==> src/rtl/keyword_tok_pkg.sv <==
// Shared definitions for the keyword tokenizer: token codes, matcher states,
// ASCII constants and small character-classification helpers.
package keyword_tok_pkg;

   // Token classification codes as they appear on tok_type
   typedef enum logic [1:0] {
      TOK_NONE  = 2'b00,
      TOK_BEGIN = 2'b01,
      TOK_END   = 2'b10,
      TOK_OTHER = 2'b11
   } tokType_e;

   // Matcher states: prefixes of "begin" and "end", full matches, and a catch-all
   typedef enum logic [3:0] {
      ST_IDLE     = 4'd0,
      ST_B1       = 4'd1,
      ST_B2       = 4'd2,
      ST_B3       = 4'd3,
      ST_B4       = 4'd4,
      ST_BEGIN_OK = 4'd5,
      ST_E1       = 4'd6,
      ST_E2       = 4'd7,
      ST_END_OK   = 4'd8,
      ST_OTHER    = 4'd9
   } matchState_e;

   localparam logic [7:0] ASCII_SPACE   = 8'h20;
   localparam logic [7:0] ASCII_UPPER_A = 8'h41;
   localparam logic [7:0] ASCII_UPPER_Z = 8'h5A;
   localparam logic [7:0] ASCII_CASE    = 8'h20;

   // Upper-case letters get the case bit set; everything else passes untouched
   function automatic logic [7:0] foldCase(input logic [7:0] c);
      if (c >= ASCII_UPPER_A && c <= ASCII_UPPER_Z) begin
         return c | ASCII_CASE;
      end
      return c;
   endfunction

   // True for [A-Za-z0-9_]; only consulted when punctuation delimits words
   function automatic logic isWordChar(input logic [7:0] c);
      return (c >= 8'h61 && c <= 8'h7A) ||
             (c >= 8'h41 && c <= 8'h5A) ||
             (c >= 8'h30 && c <= 8'h39) ||
             (c == 8'h5F);
   endfunction

   // One step of the keyword matcher for a lower-cased, non-delimiter character
   function automatic matchState_e matchStep(input matchState_e s, input logic [7:0] c);
      matchState_e n;
      n = ST_OTHER;
      case (s)
         ST_IDLE: begin
            if (c == "b") n = ST_B1;
            else if (c == "e") n = ST_E1;
         end
         ST_B1:   if (c == "e") n = ST_B2;
         ST_B2:   if (c == "g") n = ST_B3;
         ST_B3:   if (c == "i") n = ST_B4;
         ST_B4:   if (c == "n") n = ST_BEGIN_OK;
         ST_E1:   if (c == "n") n = ST_E2;
         ST_E2:   if (c == "d") n = ST_END_OK;
         default: n = ST_OTHER;
      endcase
      return n;
   endfunction

   // Token type produced when a word ends while the matcher sits in state s
   function automatic tokType_e stateToken(input matchState_e s);
      case (s)
         ST_BEGIN_OK: return TOK_BEGIN;
         ST_END_OK:   return TOK_END;
         default:     return TOK_OTHER;
      endcase
   endfunction

endpackage

==> src/rtl/tok_fifo.sv <==
// Synchronous token FIFO with registered head outputs (first word falls
// through one cycle after the push) and a registered write-ready.
module tok_fifo
   import keyword_tok_pkg::*;
#(
   parameter int WIDTH = 10,
   parameter int DEPTH = 4
) (
   input  logic             clk,
   input  logic             reset,
   input  logic             push_i,
   input  logic [WIDTH-1:0] pushData_i,
   input  logic             pop_i,
   output logic             full_o,
   output logic             empty_o,
   output logic             wrReady_o,
   output logic [WIDTH-1:0] headData_o
);

   localparam int PTR_W = (DEPTH > 1) ? $clog2(DEPTH) : 1;
   localparam int CNT_W = PTR_W + 1;
   localparam logic [CNT_W-1:0] DEPTH_CNT = CNT_W'(DEPTH);

   logic [WIDTH-1:0] mem_q [DEPTH];
   logic [PTR_W-1:0] rdPtr_q, rdPtr_d;
   logic [PTR_W-1:0] wrPtr_q, wrPtr_d;
   logic [CNT_W-1:0] count_q, count_d;
   logic [CNT_W-1:0] occAfterPop;
   logic [WIDTH-1:0] headData_q, headData_d;
   logic             wrReady_q;
   logic             doPush;
   logic             doPop;

   // Next pointers, occupancy and the value the head register must show next cycle.
   // If the queue would be empty after this pop, the head comes straight from the push.
   always_comb begin
      doPush      = push_i && (count_q != DEPTH_CNT);
      doPop       = pop_i && (count_q != '0);
      rdPtr_d     = doPop  ? rdPtr_q + PTR_W'(1) : rdPtr_q;
      wrPtr_d     = doPush ? wrPtr_q + PTR_W'(1) : wrPtr_q;
      occAfterPop = count_q - CNT_W'(doPop);
      count_d     = occAfterPop + CNT_W'(doPush);
      headData_d  = (occAfterPop == '0) ? pushData_i : mem_q[rdPtr_d];
   end

   // Storage array; contents are don't-care until written, so no reset
   always_ff @(posedge clk) begin
      if (doPush) begin
         mem_q[wrPtr_q] <= pushData_i;
      end
   end

   // Pointers, count, head register and write-ready, cleared by reset
   always_ff @(posedge clk or posedge reset) begin
      if (reset) begin
         rdPtr_q    <= '0;
         wrPtr_q    <= '0;
         count_q    <= '0;
         headData_q <= '0;
         wrReady_q  <= 1'b0;
      end else begin
         rdPtr_q    <= rdPtr_d;
         wrPtr_q    <= wrPtr_d;
         count_q    <= count_d;
         headData_q <= headData_d;
         wrReady_q  <= (count_d != DEPTH_CNT);
      end
   end

   assign full_o     = (count_q == DEPTH_CNT);
   assign empty_o    = (count_q == '0);
   assign wrReady_o  = wrReady_q;
   assign headData_o = headData_q;

endmodule

==> src/rtl/keyword_tokenizer.sv <==
// Keyword tokenizer top: folds case, splits the character stream into words,
// classifies each word as BEGIN / END / OTHER and queues tokens in tok_fifo.
// Build option: define KEYWORD_TOK_PUNCT_DELIM_EN to treat every character
// outside [A-Za-z0-9_] as a delimiter; otherwise only space delimits.
module keyword_tokenizer
   import keyword_tok_pkg::*;
#(
   parameter int FIFO_DEPTH = 4,
   parameter int LEN_W      = 8
) (
   input  logic             clk,
   input  logic             reset,
   input  logic [7:0]       in,
   input  logic             in_valid,
   input  logic             in_last,
   output logic             in_ready,
   output logic             tok_valid,
   output logic [1:0]       tok_type,
   output logic [LEN_W-1:0] tok_len,
   input  logic             tok_ready
);

   localparam int TOK_W = 2 + LEN_W;
   localparam logic [LEN_W-1:0] LEN_MAX = {LEN_W{1'b1}};

   matchState_e      state_q;
   logic [LEN_W-1:0] lenCount_q;

   logic [7:0]       charLower;
   logic             isDelim;
   logic             accept;
   matchState_e      stepState;
   logic [LEN_W-1:0] lenInc;
   logic             pushValid;
   tokType_e         pushType;
   logic [LEN_W-1:0] pushLen;
   logic [TOK_W-1:0] pushData;

   logic             fifoFull;
   logic             fifoEmpty;
   logic             fifoReady;
   logic             popReq;
   logic [TOK_W-1:0] headData;

   // Character classification, matcher lookahead and the push decision for this cycle.
   // A word ends on an accepted delimiter (if a word is open) or on an accepted
   // non-delimiter flagged last, in which case that character belongs to the word.
   always_comb begin
      charLower = foldCase(in);
`ifdef KEYWORD_TOK_PUNCT_DELIM_EN
      isDelim   = !isWordChar(charLower);
`else
      isDelim   = (in == ASCII_SPACE);
`endif
      accept    = in_valid && fifoReady && !fifoFull;
      stepState = matchStep(state_q, charLower);
      lenInc    = (lenCount_q == LEN_MAX) ? lenCount_q : lenCount_q + LEN_W'(1);
      pushValid = 1'b0;
      pushType  = TOK_NONE;
      pushLen   = '0;
      if (accept) begin
         if (isDelim) begin
            if (state_q != ST_IDLE) begin
               pushValid = 1'b1;
               pushType  = stateToken(state_q);
               pushLen   = lenCount_q;
            end
         end else if (in_last) begin
            pushValid = 1'b1;
            pushType  = stateToken(stepState);
            pushLen   = lenInc;
         end
      end
      pushData = {pushType, pushLen};
   end

   // Matcher FSM and saturating length counter; both hold whenever no character is accepted
   always_ff @(posedge clk or posedge reset) begin
      if (reset) begin
         state_q    <= ST_IDLE;
         lenCount_q <= '0;
      end else if (accept) begin
         if (isDelim || in_last) begin
            state_q    <= ST_IDLE;
            lenCount_q <= '0;
         end else begin
            state_q    <= stepState;
            lenCount_q <= lenInc;
         end
      end
   end

   assign popReq = tok_ready && !fifoEmpty;

   tok_fifo #(
      .WIDTH (TOK_W),
      .DEPTH (FIFO_DEPTH)
   ) u_fifo (
      .clk        (clk),
      .reset      (reset),
      .push_i     (pushValid),
      .pushData_i (pushData),
      .pop_i      (popReq),
      .full_o     (fifoFull),
      .empty_o    (fifoEmpty),
      .wrReady_o  (fifoReady),
      .headData_o (headData)
   );

   assign in_ready  = fifoReady;
   assign tok_valid = !fifoEmpty;
   assign tok_type  = headData[TOK_W-1 -: 2];
   assign tok_len   = headData[LEN_W-1:0];

endmodule

==> config.mk <==
export PLATFORM = sky130hd
export DESIGN_NAME = keyword_tokenizer
export DESIGN_NICKNAME = d
export VERILOG_FILES = /design/src/rtl/keyword_tok_pkg.sv /design/src/rtl/tok_fifo.sv /design/src/rtl/keyword_tokenizer.sv
export SDC_FILE = /design/constraint.sdc
export NUM_CORES = 1
export LEC_CHECK = 0
export ABC_CLOCK_PERIOD_IN_PS = 5500
export CORE_MARGIN = 2
export CORE_UTILIZATION = 50
export CTS_CLUSTER_SIZE = 20
export DETAILED_ROUTE_END_ITERATION = 12
export PLACE_DENSITY = 0.75
export SLEW_MARGIN = 20
export SYNTH_ARGS = -nofsm -noshare
export SYNTH_HDL_FRONTEND = slang
export SYNTH_SLANG_ARGS = --single-unit
==> constraint.sdc <==
create_clock -name clk -period 5.5 [get_ports clk]
set_clock_uncertainty 0.15 [all_clocks]
set_input_delay 0.55 -clock clk [delete_from_list [all_inputs] [get_ports clk]]
set_output_delay 0.55 -clock clk [all_outputs]
set_load 0.03 [all_outputs]
==> results.tsv <==
stage	metric	value	unit
status	run status	completed	
pwr	Max rail drop VDD	228	uV
cts	Hold Buf Count CTS	0	
timing	final setup violation count	0	
synthesis	Synth cell types	64	
cts	Root Buffer	clkbuf_8	
timing	Slew Viols, Final	0	
timing	Fin Setup TNS	0	ps
routing	first-iteration detailed-routing DRC count	118	
synthesis	XOR/XNOR share of the synthesized area	2.10	%
synthesis	Synth Area in Adders	3.05	%
cts	H-tree levels	3	
cts	worst skew pair latency	350	ps
global_route	first-pass GRT wire length	12600	um
finish	# nets final	361	
die	initial core utilization	51.2	%
worst_hold_path	Worst Hold Class	flop to flop	
finish	Area Overhead vs Synth	13.0	%
die	Boundary Pins	25	
die	DIE WIDTH	90.0	um
die	Die Y	90.0	um
synthesis	simple-gate area share of the yosys netlist	16.0	%
global_route	pin count of the biggest net entering global routing	31	
die	Site Rows	31	
synthesis	EDFF count, synth	40	
synthesis	synthesized area	3700	um^2
placement	gp weighted congestion	0.845	
finish	share of cells above drive strength 1	11.6	%
global_route	met3 Use GR	3.94	%
routing	DR pass1 iterations	4	
critical_path	CP Max Fanout	13	
timing	minimum clock period	3380	ps
synthesis	post-synthesis sequential area ratio	52.8	%
pwr	Pwr Density	479	nW/um^2
critical_path	CP most frequent cell	ha_1	
critical_path	CP Data Required Time	5640	ps
die	die area	8100	um^2
routing	Vias/cell	5.81	
synthesis	Syn Nets	339	
finish	FILL cells	609	
global_route	number of global-route vias before repair	2517	
critical_path	Worst EP arrival	3520	ps
cts	Worst-path clk slew	70	ps
finish	# diodes	0	
cts	Setup Fix Bufs, Post-CTS	0	
pwr	P_leak	1.59	nW
synthesis	average size of a mapped cell	11.7	um^2
synthesis	main combinational cell family by area after synthesis	simple AND/OR/NAND/NOR gates	
routing	Post-route DRC	0	
placement	placed cell areas	3990	um^2
timing	RSZ-0062 raised after global routing	no	
cts	CTS tree	done	
cts	clk buf depth	2	
critical_path	CP Buf/Inv Count	1	
critical_path	crit end category	flop	
die	Core Footprint	7210	um^2
finish	most frequent cells in the layout	40 x edfxtp_1, 30 x dfrtp_1, 29 x nand2_1	
timing	worst-margin pin slew	900	ps
global_route	grt total ovfl	0	
synthesis	Syn. warnings	0	
critical_path	crit start category	flop	
routing	WL final	7530	um
synthesis	FFs w/ async S/R, synth	42.9	%
job	max cap viols	0	
timing	endpoints failing hold	0	
timing	Slew HR	39.6	%
finish	post-route cell area	4180	um^2
critical_path	Top Family by Delay on Critical Path	compound AO/OA/AOI/OAI gates	
placement	port buffer count	24	
cts	cts repair resizes	0	
placement	Post-DP HPWL	5300	um
global_route	antenna violations before repair	0	
global_route	gr usage total	19.9	%
timing	Final period util	61.5	%
synthesis	Yosys reg bits	70	
cts	CTS sink cnt	70	
finish	most common cell after layout, fill and taps aside	edfxtp_1	
cts	TritonCTS buffer count	9	
global_route	Most Crowded Layer GR	met2	
synthesis	Compound-Gate Fraction of Synth Area	15.5	%
timing	f_max	0.295	GHz
routing	DR vias	2576	
pwr	total power	0.00200	W
critical_path	Crit-path slowest cell	o31ai_4	
routing	Final ANT Viol Nets	0	
global_route	met2 usage	31.8	%
critical_path	Critical Path, Cell by Cell	o31ai_4 > inv_2 > ha_1 > ha_1 > xnor2_1 > nand3_1 > and2_1 > a22oi_1 > o21a_1	
synthesis	mux share of post-synthesis cell area	6.84	%
routing	Avg WL per Cell	17.0	um
global_route	M1 GR Usage	26.6	%
critical_path	kind of critical path	flop to flop	
synthesis	Syn Inst Count	317	
critical_path	CP peak stage delay	670	ps
synthesis	top_reg_cell synth	edfxtp_1	
[synth_stat cells (all sizes together), types with 3 or more instances]
cell | number | area [um^2]
nand3 | 9 | 45.0
nor2b | 3 | 18.8
xnor2 | 7 | 68.8
a21o | 5 | 37.5
nand4 | 5 | 31.3
a21boi | 3 | 22.5
dfrtp | 30 | 751
inv | 14 | 57.6
nor4b | 3 | 41.3
a21oi | 15 | 78.8
ha | 9 | 113
nor2 | 22 | 82.6
clkbuf | 11 | 41.3
nand2 | 29 | 109
nand4b | 4 | 35.0
edfxtp | 40 | 1200
nor3b | 8 | 60.1
buf | 4 | 41.3
o21ai | 13 | 65.1
o21a | 3 | 22.5
o31ai | 8 | 73.8
and2 | 6 | 43.8
mux4 | 4 | 90.1
a22oi | 5 | 37.5
mux2i | 14 | 140
o211a | 3 | 30.0
nor3 | 3 | 15.0
[report_power, final]
group	internal, W	switching [W]
Clock	0.000208	0.000186
Combinational	0.000362	0.000460
Sequential	0.000678	0.000105
[cells by family after synthesis]
logic type | Yosys count
mux | 20
compound gates | 76
buf+inv | 29
fa+ha+maj | 9
xor+xnor | 8
flops | 70
simple gates | 105
[metrics by stage]
stage          util [%]  worst slack [ps]  instances  hold slack, ps
6_report           57.9              2120        443             400
3_5_place_dp       55.4              2000        427             388
4_1_cts            57.9              2090        443             407
2_1_floorplan         -              2930        317             357
3_3_place_gp       55.4              2200        427             384
5_1_grt            57.9              1820        443             444
[final timing paths]
path | startpoint | end | slack (ps) | depth (start not counted)
setup / recovery | u_fifo.count_q[2]$_DFF_PP0_ | u_fifo.headData_o[5]$_DFF_PP0_ | 2120 | 9
hold / removal | lenCount_q[1]$_DFFE_PP0P_ | lenCount_q[1]$_DFFE_PP0P_ | 400 | 1
setup reg to reg | u_fifo.count_q[2]$_DFF_PP0_ | u_fifo.headData_o[5]$_DFF_PP0_ | 2120 | 9
hold reg to reg | lenCount_q[1]$_DFFE_PP0P_ | lenCount_q[1]$_DFFE_PP0P_ | 400 | 1
max in group asynchronous | reset | lenCount_q[0]$_DFFE_PP0P_ | 4460 | 3
min in group asynchronous | reset | u_fifo.rdPtr_q[1]$_DFF_PP0_ | 430 | 3
[routing by layer]
layer,share of wire (%),wire length (um)
met3,5.5,416
met4,1.9,144
met2,48,3620
met5,0,0
met1,44,3350
[layout make-up]
type                    instances  area [um^2]  share of cell area [%]
clock buffers                  12          135                    3.24
inverters                      14         57.6                    1.38
flip-flops and latches         70         1950                    46.7
multi-input cells             218         1610                    38.4
well taps                      99          124                    2.97
clock inverters                 4         47.5                    1.14
repair buffers                 26          255                    6.11
[flip-flops by register name, summed over array words and instances (netlist names)]
name,count
state_q,4
u_fifo.headData_o,10
u_fifo.wrReady_o,1
u_fifo.rdPtr_q,2
u_fifo.count_q,3
lenCount_q,8
u_fifo.mem_q,40
u_fifo.wrPtr_q,2
No activity file was read; power rests on OpenSTA's default activity.
